## src/rtl/cache_flush_ctrl_if.sv

```systemverilog
// cache_flush_ctrl_if: AXI-Lite write-only manager channels used for line writeback
interface cache_flush_ctrl_if;
  logic [31:0] axil_awaddr_mng;
  logic        axil_awvalid_mng;
  logic        axil_awready_mng;
  logic [31:0] axil_wdata_mng;
  logic        axil_wvalid_mng;
  logic        axil_wready_mng;
  logic [1:0]  axil_bresp_mng;
  logic        axil_bvalid_mng;
  logic        axil_bready_mng;
  modport master (
    output axil_awaddr_mng, axil_awvalid_mng, axil_wdata_mng, axil_wvalid_mng, axil_bready_mng,
    input  axil_awready_mng, axil_wready_mng, axil_bresp_mng, axil_bvalid_mng
  );
  modport slave (
    input  axil_awaddr_mng, axil_awvalid_mng, axil_wdata_mng, axil_wvalid_mng, axil_bready_mng,
    output axil_awready_mng, axil_wready_mng, axil_bresp_mng, axil_bvalid_mng
  );
endinterface

```

## src/rtl/cache_flush_ctrl.sv

```systemverilog
// cache_flush_ctrl: walks every cache set, writes back dirty lines, then invalidates the set
module cache_flush_ctrl #(
  parameter int INDEX    = 12,
  parameter int TAG_SIZE = 18
) (
  input  logic                     clk,
  input  logic                     rst_n,
  input  logic                     flush_req,
  output logic                     flush_busy,
  output logic                     flush_done,
  output logic                     flush_err,
  output logic [INDEX-1:0]         ram_addr,
  output logic                     ram_re,
  input  logic [1:0]               valid_out,
  input  logic [1:0]               dirty_out,
  input  logic [1:0][TAG_SIZE-1:0] tag_out,
  input  logic [1:0][31:0]         data_out,
  output logic [1:0]               meta_we,
  output logic                     lru_we,
  cache_flush_ctrl_if.master       axi
);
  typedef enum logic [2:0] {IDLE, RD, CHK, WB_REQ, WB_RESP, CLR, DONE} state_t;
  state_t              state;
  logic [INDEX-1:0]    set_idx;
  logic                way;
  logic                pend1;
  logic [TAG_SIZE-1:0] tag1_q;
  logic [31:0]         data1_q;
  logic [1:0]          vd;
  assign vd = valid_out & dirty_out;
  assign ram_addr = set_idx;
  // Flush sequencer; every output is a register updated on the transition into the state that needs it
  always_ff @(posedge clk) begin
    if (!rst_n) begin
      state                <= IDLE;
      set_idx              <= '0;
      way                  <= 1'b0;
      pend1                <= 1'b0;
      tag1_q               <= '0;
      data1_q              <= '0;
      flush_busy           <= 1'b0;
      flush_done           <= 1'b0;
      flush_err            <= 1'b0;
      ram_re               <= 1'b0;
      meta_we              <= '0;
      lru_we               <= 1'b0;
      axi.axil_awaddr_mng  <= '0;
      axi.axil_awvalid_mng <= 1'b0;
      axi.axil_wdata_mng   <= '0;
      axi.axil_wvalid_mng  <= 1'b0;
      axi.axil_bready_mng  <= 1'b0;
    end else begin
      ram_re     <= 1'b0;
      meta_we    <= '0;
      lru_we     <= 1'b0;
      flush_done <= 1'b0;
      case (state)
        IDLE: if (flush_req) begin
          set_idx    <= '0;
          way        <= 1'b0;
          flush_err  <= 1'b0;
          flush_busy <= 1'b1;
          ram_re     <= 1'b1;
          state      <= RD;
        end
        RD: state <= CHK;
        CHK: begin
          pend1   <= vd[1];
          tag1_q  <= tag_out[1];
          data1_q <= data_out[1];
          if (|vd) begin
            way                  <= ~vd[0];
            axi.axil_awaddr_mng  <= {tag_out[~vd[0]], set_idx, 2'b00};
            axi.axil_wdata_mng   <= data_out[~vd[0]];
            axi.axil_awvalid_mng <= 1'b1;
            axi.axil_wvalid_mng  <= 1'b1;
            state                <= WB_REQ;
          end else begin
            meta_we <= 2'b11;
            lru_we  <= 1'b1;
            state   <= CLR;
          end
        end
        WB_REQ: begin
          if (axi.axil_awvalid_mng && axi.axil_awready_mng) axi.axil_awvalid_mng <= 1'b0;
          if (axi.axil_wvalid_mng && axi.axil_wready_mng) axi.axil_wvalid_mng <= 1'b0;
          if ((!axi.axil_awvalid_mng || axi.axil_awready_mng) && (!axi.axil_wvalid_mng || axi.axil_wready_mng)) begin
            axi.axil_bready_mng <= 1'b1;
            state               <= WB_RESP;
          end
        end
        WB_RESP: if (axi.axil_bvalid_mng) begin
          axi.axil_bready_mng <= 1'b0;
          if (axi.axil_bresp_mng != 2'b00) flush_err <= 1'b1;
          if (!way && pend1) begin
            way                  <= 1'b1;
            axi.axil_awaddr_mng  <= {tag1_q, set_idx, 2'b00};
            axi.axil_wdata_mng   <= data1_q;
            axi.axil_awvalid_mng <= 1'b1;
            axi.axil_wvalid_mng  <= 1'b1;
            state                <= WB_REQ;
          end else begin
            meta_we <= 2'b11;
            lru_we  <= 1'b1;
            state   <= CLR;
          end
        end
        CLR: if (set_idx == '1) begin
          set_idx    <= '0;
          flush_busy <= 1'b0;
          flush_done <= 1'b1;
          state      <= DONE;
        end else begin
          set_idx <= set_idx + INDEX'(1);
          way     <= 1'b0;
          ram_re  <= 1'b1;
          state   <= RD;
        end
        DONE: state <= IDLE;
        default: state <= IDLE;
      endcase
    end
  end
endmodule

```

## src/flat_wrapper.sv

```systemverilog
// flat-port wrapper written by rule: the top's interface ports become plain ports
module cache_flush_ctrl_flat 
#(
  parameter int INDEX    = 12,
  parameter int TAG_SIZE = 18
)
  (clk, rst_n, flush_req, flush_busy, flush_done, flush_err, ram_addr, ram_re, valid_out, dirty_out, tag_out, data_out, meta_we, lru_we, axi_axil_awaddr_mng, axi_axil_awvalid_mng, axi_axil_wdata_mng, axi_axil_wvalid_mng, axi_axil_bready_mng, axi_axil_awready_mng, axi_axil_wready_mng, axi_axil_bresp_mng, axi_axil_bvalid_mng);
  cache_flush_ctrl_if axi_i ();
  input  logic clk;
  input  logic rst_n;
  input  logic flush_req;
  output logic flush_busy;
  output logic flush_done;
  output logic flush_err;
  output logic [INDEX-1:0] ram_addr;
  output logic ram_re;
  input  logic [1:0] valid_out;
  input  logic [1:0] dirty_out;
  input  logic [1:0][TAG_SIZE-1:0] tag_out;
  input  logic [1:0][31:0] data_out;
  output logic [1:0] meta_we;
  output logic lru_we;
  output wire logic [$bits(axi_i.axil_awaddr_mng)-1:0] axi_axil_awaddr_mng;
  output wire logic [$bits(axi_i.axil_awvalid_mng)-1:0] axi_axil_awvalid_mng;
  output wire logic [$bits(axi_i.axil_wdata_mng)-1:0] axi_axil_wdata_mng;
  output wire logic [$bits(axi_i.axil_wvalid_mng)-1:0] axi_axil_wvalid_mng;
  output wire logic [$bits(axi_i.axil_bready_mng)-1:0] axi_axil_bready_mng;
  input wire logic [$bits(axi_i.axil_awready_mng)-1:0] axi_axil_awready_mng;
  input wire logic [$bits(axi_i.axil_wready_mng)-1:0] axi_axil_wready_mng;
  input wire logic [$bits(axi_i.axil_bresp_mng)-1:0] axi_axil_bresp_mng;
  input wire logic [$bits(axi_i.axil_bvalid_mng)-1:0] axi_axil_bvalid_mng;
  assign axi_axil_awaddr_mng = axi_i.axil_awaddr_mng;
  assign axi_axil_awvalid_mng = axi_i.axil_awvalid_mng;
  assign axi_axil_wdata_mng = axi_i.axil_wdata_mng;
  assign axi_axil_wvalid_mng = axi_i.axil_wvalid_mng;
  assign axi_axil_bready_mng = axi_i.axil_bready_mng;
  assign axi_i.axil_awready_mng = axi_axil_awready_mng;
  assign axi_i.axil_wready_mng = axi_axil_wready_mng;
  assign axi_i.axil_bresp_mng = axi_axil_bresp_mng;
  assign axi_i.axil_bvalid_mng = axi_axil_bvalid_mng;
  cache_flush_ctrl #(.INDEX(INDEX), .TAG_SIZE(TAG_SIZE)) u_core (.clk(clk), .rst_n(rst_n), .flush_req(flush_req), .flush_busy(flush_busy), .flush_done(flush_done), .flush_err(flush_err), .ram_addr(ram_addr), .ram_re(ram_re), .valid_out(valid_out), .dirty_out(dirty_out), .tag_out(tag_out), .data_out(data_out), .meta_we(meta_we), .lru_we(lru_we), .axi(axi_i));
endmodule
```

## config.mk

```make
export PLATFORM = sky130hd
export DESIGN_NAME = cache_flush_ctrl_flat
export DESIGN_NICKNAME = d
export VERILOG_FILES = /design/src/rtl/cache_flush_ctrl_if.sv /design/src/rtl/cache_flush_ctrl.sv /design/src/flat_wrapper.sv
export SDC_FILE = /design/constraint.sdc
export NUM_CORES = 1
export LEC_CHECK = 0
export ABC_AREA = 1
export ABC_CLOCK_PERIOD_IN_PS = 1800
export CAP_MARGIN = 40
export CELL_PAD_IN_SITES_DETAIL_PLACEMENT = 1
export CELL_PAD_IN_SITES_GLOBAL_PLACEMENT = 1
export CORE_MARGIN = 1.5
export CORE_UTILIZATION = 33
export CTS_BUF_LIST = sky130_fd_sc_hd__clkbuf_4
export DETAILED_ROUTE_END_ITERATION = 12
export PLACE_DENSITY_LB_ADDON = 0.1
export SLEW_MARGIN = 20
export SYNTH_ARGS = -nofsm -noshare
export SYNTH_HDL_FRONTEND = slang
export SYNTH_SLANG_ARGS = --single-unit
```

## constraint.sdc

```tcl
create_clock -name clk -period 1.8 [get_ports clk]
set_clock_uncertainty 0.05 [all_clocks]
set_input_delay 0.27 -clock clk [delete_from_list [all_inputs] [get_ports clk]]
set_output_delay 0.27 -clock clk [all_outputs]
set_load 0.005 [all_outputs]
```

After elaboration in Yosys (flattened, before gate mapping) --
Cells that the tools add are included.
Word-level totals: bits of input ports 112, logic and storage cells 119, bits in registers 141
Operators by class: magnitude comparators 1, mux-type cells 54, eq/ne operators 16, bitwise gates (word level) 2, $add $sub $neg 1, reduce and logical (&&, ||, !) cells 28
Operators with widths (count):
- $mux 32 | 8
- $pmux 32 s2 | 2
- $mux 18 | 2
- $mux 12 | 2
- $pmux 12 s2 | 1
- $mux 1 | 20
- $mux 3 | 6
- $pmux 3 s6 | 1
- $ne 2x1->1 const B | 7
- $add 12x1->12 const B | 1
- $eq 12x12->1 const B | 1
- $pmux 1 s2 | 5
- $reduce_and 5->1 | 2
- $reduce_bool 2->1 | 5
- $reduce_and 3->1 | 3
- $reduce_and 4->1 | 2
- $eq 3x2->1 const B | 2
- $eq 3x3->1 const B | 2
- $mux 2 | 3
- $ne 2x2->1 const B | 3
- $pmux 1 s3 | 2
- $reduce_and 6->1 | 1
- $logic_and 1x1->1 | 4
- $pmux 1 s4 | 1
- other kinds (12) | 16

Longest topological paths before layout --
word-level depth 6, depth in mapped cells 9

Worst setup path after synthesis --
OpenSTA, ideal clock, no wires.
path type reg2reg, start point register u_core.set_idx[1], in the netlist u_core.ram_addr[1], end point register u_core.way, data required time 1.637 ns, library setup time 0.113 ns, path slack 0.358 ns, stages on the path, launching flop included 9, period minus slack after synthesis 1.442 ns, data arrival time 1.279 ns, cell sequence dfxtp_1 ha_1 nand2_1 nor2_1 nand4_1 nand2_1 nor2_1 nor2_1 nor2_1
Between the ends: cells in the longest elaborated chain, start to end 3
RTL lines:
- from (decl) | RTL line cache_flush_ctrl.sv:24 | logic [INDEX-1:0] set_idx;
- from (signal assigned) | RTL line cache_flush_ctrl.sv:114 | set_idx <= set_idx + INDEX'(1);
- $eq 12x12->1 | RTL line cache_flush_ctrl.sv:108 | CLR: if (set_idx == '1) begin
- $ne 2x2->1 (no line)
- $reduce_and 6->1 (no line)
- to (signal assigned) | RTL line cache_flush_ctrl.sv:72 | way <= ~vd[0];
- to (decl) | RTL line cache_flush_ctrl.sv:25 | logic way;
Every way passes these cells. A chain may end at the register's enable or synchronous reset.

Worst setup path in the final report --
start point register u_core.axi.axil_awaddr_mng[28], end point output axi_axil_awaddr_mng[28]
RTL lines:
- from (decl) | RTL line cache_flush_ctrl_if.sv:13 | output axil_awaddr_mng, axil_awvalid_mng, axil_wdata_mng, axil_wvalid_mng, axil_bready_mng,
- from (signal assigned) | RTL line cache_flush_ctrl.sv:73 | axi.axil_awaddr_mng <= {tag_out[~vd[0]], set_idx, 2'b00};
- from (signal assigned) | RTL line cache_flush_ctrl.sv:97 | axi.axil_awaddr_mng <= {tag1_q, set_idx, 2'b00};
- to (decl) | RTL line flat_wrapper.sv:23 | output wire logic [$bits(axi_i.axil_awaddr_mng)-1:0] axi_axil_awaddr_mng;
No word-level cell between the ends.

==> impl_metrics.toml <==
[run_status]
status = "finished clean"

[floorplan]
die_x_um = 138
io_pins = 198
rows = 49
die_y_um = 138
die_area_mm2 = 0.0190
initial_core_util_pct = 33.6
core_mm2 = 0.0179

[worst_setup_path]
timing.critical_path.max_delay_family = "buffers and inverters"
slowest_stage = "clkdlybuf4s50_1"
start_kind = "register"
cp.required_ns = 1.48
cpPeakStageDelay_ns = 0.52
critPathKind = "reg2out"
crit_chain = "clkdlybuf4s50_1"
end_kind = "primary output"
critical_path.max_fanout = 2
cp.buffers_inverters = 1
critPathArrivalTime_ns = 1.42

[detailed_routing]
vias = 6360
highest_layer = "met4"
drt-met1-wl_um = 9370
first_pass_iters = 4
drc = 0
met3_length_um = 979
drtAntennaViolNets = 0
wl_met2_um = 9250
drt_iter0_drc = 260
drt-vias-per-instance = 4.93
drt-total-wl_um = 19900
wl_per_cell_um = 15.4

[power]
powerDensity_mw_per_mm2 = 743
peakVddDrop_uv = 365
pwr-share-seq_pct = 52.3
combPwrFrac_pct = 21.7
p_int_uw = 4530
fin_total_pwr_uw = 6420
switching_share_pct = 29.4
power_leakage_uw = 0.00379
power.switching_uw = 1890
p_clk_share_pct = 26.0

[cts]
clk_path_buf_depth = 2
cts_tree = "done"
htreeDepth = 4
cts_sinks = 137
cts_buffers = 17
clk-insertion-delay-late_ns = 0.55
clock-root-buffer = "clkbuf_4"
path_clk_slew_ns = 0.12

[grt]
grt_pass1_wl_um = 31600
grt_max_degree = 118
grt_pass1_vias = 6225
grt_overflow = 0
antenna_found_initial = 1
grt_usage_pct = 21.4

[cells_and_area]
layout-drive-gt1-share_pct = 12.9
utilization_pct = 48.3
syn2layout_area_growth_pct = 43.9
fin_area_mm2 = 0.00865
fin_nets = 1163
mostFrequentLayoutCells = "162 x o21ai_0, 162 x clkdlybuf4s50_1, 155 x nand2_1"

[timing]
final_hold_viol_count = 0
holdWs_ns = 0.134
slew_violations = 0
min_period_over_period_pct = 96.8
clock.fmax_mhz = 574
period_needed_ns = 1.74
setup_violations = 0
fin_tns_setup_ns = 0

[synthesis]
synth_edf_count = 0
avgSynthCellArea_um2 = 7.02
synth_cell_types = 29
postSynthCellCount = 856
ys_ff_latch = 137
ys_warn_count = 0
syn_area_mm2 = 0.00601
ys_seq_area_share_pct = 45.6
postSynth.asyncResetShare_pct = 0
synthFlopType = "dfxtp_1"

[placement]
finalWeightedCongestion = 0.764
dpl-instance-area_mm2 = 0.00825
dpl.hpwl_um = 13300
port_buffers = 195

[min_path]
hold_path.class = "in2reg"

[flow_run]
cap_violations = 0
layer usage:
layer / global-route usage, % / vias up
met4: 6.83 / 0
met2: 35.1 / 141
li1: - / 3234
met1: 27.7 / 2962
met5: 0 / -
met3: 5.15 / 23
worst paths after layout:
kind                                        from                 endpoint  slack [ns]  cells past startpoint
setup / recovery  u_core.axi.axil_awaddr_mng[28]  axi_axil_awaddr_mng[28]        0.06                      1
hold / removal                             rst_n       u_core.ram_addr[4]        0.13                      3
setup reg to reg              u_core.ram_addr[0]       u_core.ram_addr[9]        0.18                      9
hold reg to reg                 u_core.flush_err         u_core.flush_err        0.41                      2
kinds of logic (layout without fill, tap and decap cells):
| logic type | count (synthesis) | after routing | share of synthesized area, % |
|---|---|---|---|
| other cells | 1 | 3 | 0.0624 |
| buf+inv | 92 | 295 | 6.79 |
| fa+ha+maj | 1 | 1 | 0.208 |
| flops | 137 | 137 | 45.6 |
| simple gates | 366 | 366 | 25.2 |
| compound gates | 259 | 259 | 22.1 |
registers in the layout, indices dropped and copies added (netlist names), 3 cells and up:
signal                      cells
u_core.axi.axil_awaddr_mng     30
u_core.axi.axil_wdata_mng      32
u_core.data1_q                 32
u_core.ram_addr                12
u_core.tag1_q                  18
u_core.state                    3
layout make-up:
class | instances | area (um2)
inverters | 29 | 109
repair buffers | 237 | 2360
clock buffers | 23 | 173
clock inverters | 6 | 28.8
multi-input cells | 628 | 2880
fillers | 2280 | 9250
diodes | 1 | 2.50
flip-flops and latches | 137 | 2810
well taps | 229 | 287
synth_stat cells (3+ instances only):
| master | number | area, um2 |
|---|---|---|
| o21ai_0 | 162 | 811 |
| nand2_1 | 157 | 589 |
| dfxtp_1 | 137 | 2740 |
| nor2_1 | 122 | 458 |
| a21oi_1 | 81 | 405 |
| nand3_1 | 72 | 360 |
| clkbuf_1 | 33 | 124 |
| inv_1 | 27 | 101 |
| buf_2 | 17 | 85.1 |
| a21oi_2 | 6 | 52.6 |
| o21ai_1 | 6 | 30.0 |
| buf_1 | 5 | 18.8 |
| buf_4 | 5 | 37.5 |
| buf_6 | 3 | 33.8 |
| nand2_2 | 3 | 18.8 |
| nand4_1 | 3 | 18.8 |
power groups by stage:
| stage | Sequential (uW) | Combinational [uW] | Clock [uW] |
|---|---|---|---|
| 2_1_floorplan | 3400 | 708 | 0 |
| 3_5_place_dp | 3430 | 1400 | 0 |
| 3_3_place_gp | 3420 | 1370 | 0 |
| 4_1_cts | 3360 | 1400 | 1750 |
| 6_report | 3360 | 1390 | 1670 |
| 5_1_grt | 3390 | 1580 | 1850 |
timing repair:
action	in CTS	in global routing
hold buffers	0	0
buffers inserted	9	5
endpoints found under the setup margin	39	110
pin swaps	0	1
resized for setup	43	40
stage by stage:
step	setup slack (ns)	instances
after floorplan	0.358	857
after global placement	0.00696	1246
after detailed placement	-0.0388	1246
after CTS	0.00129	1284
after global routing	-0.00359	1290
final	0.0575	1290
No activity file was read; power rests on OpenSTA's default activity.
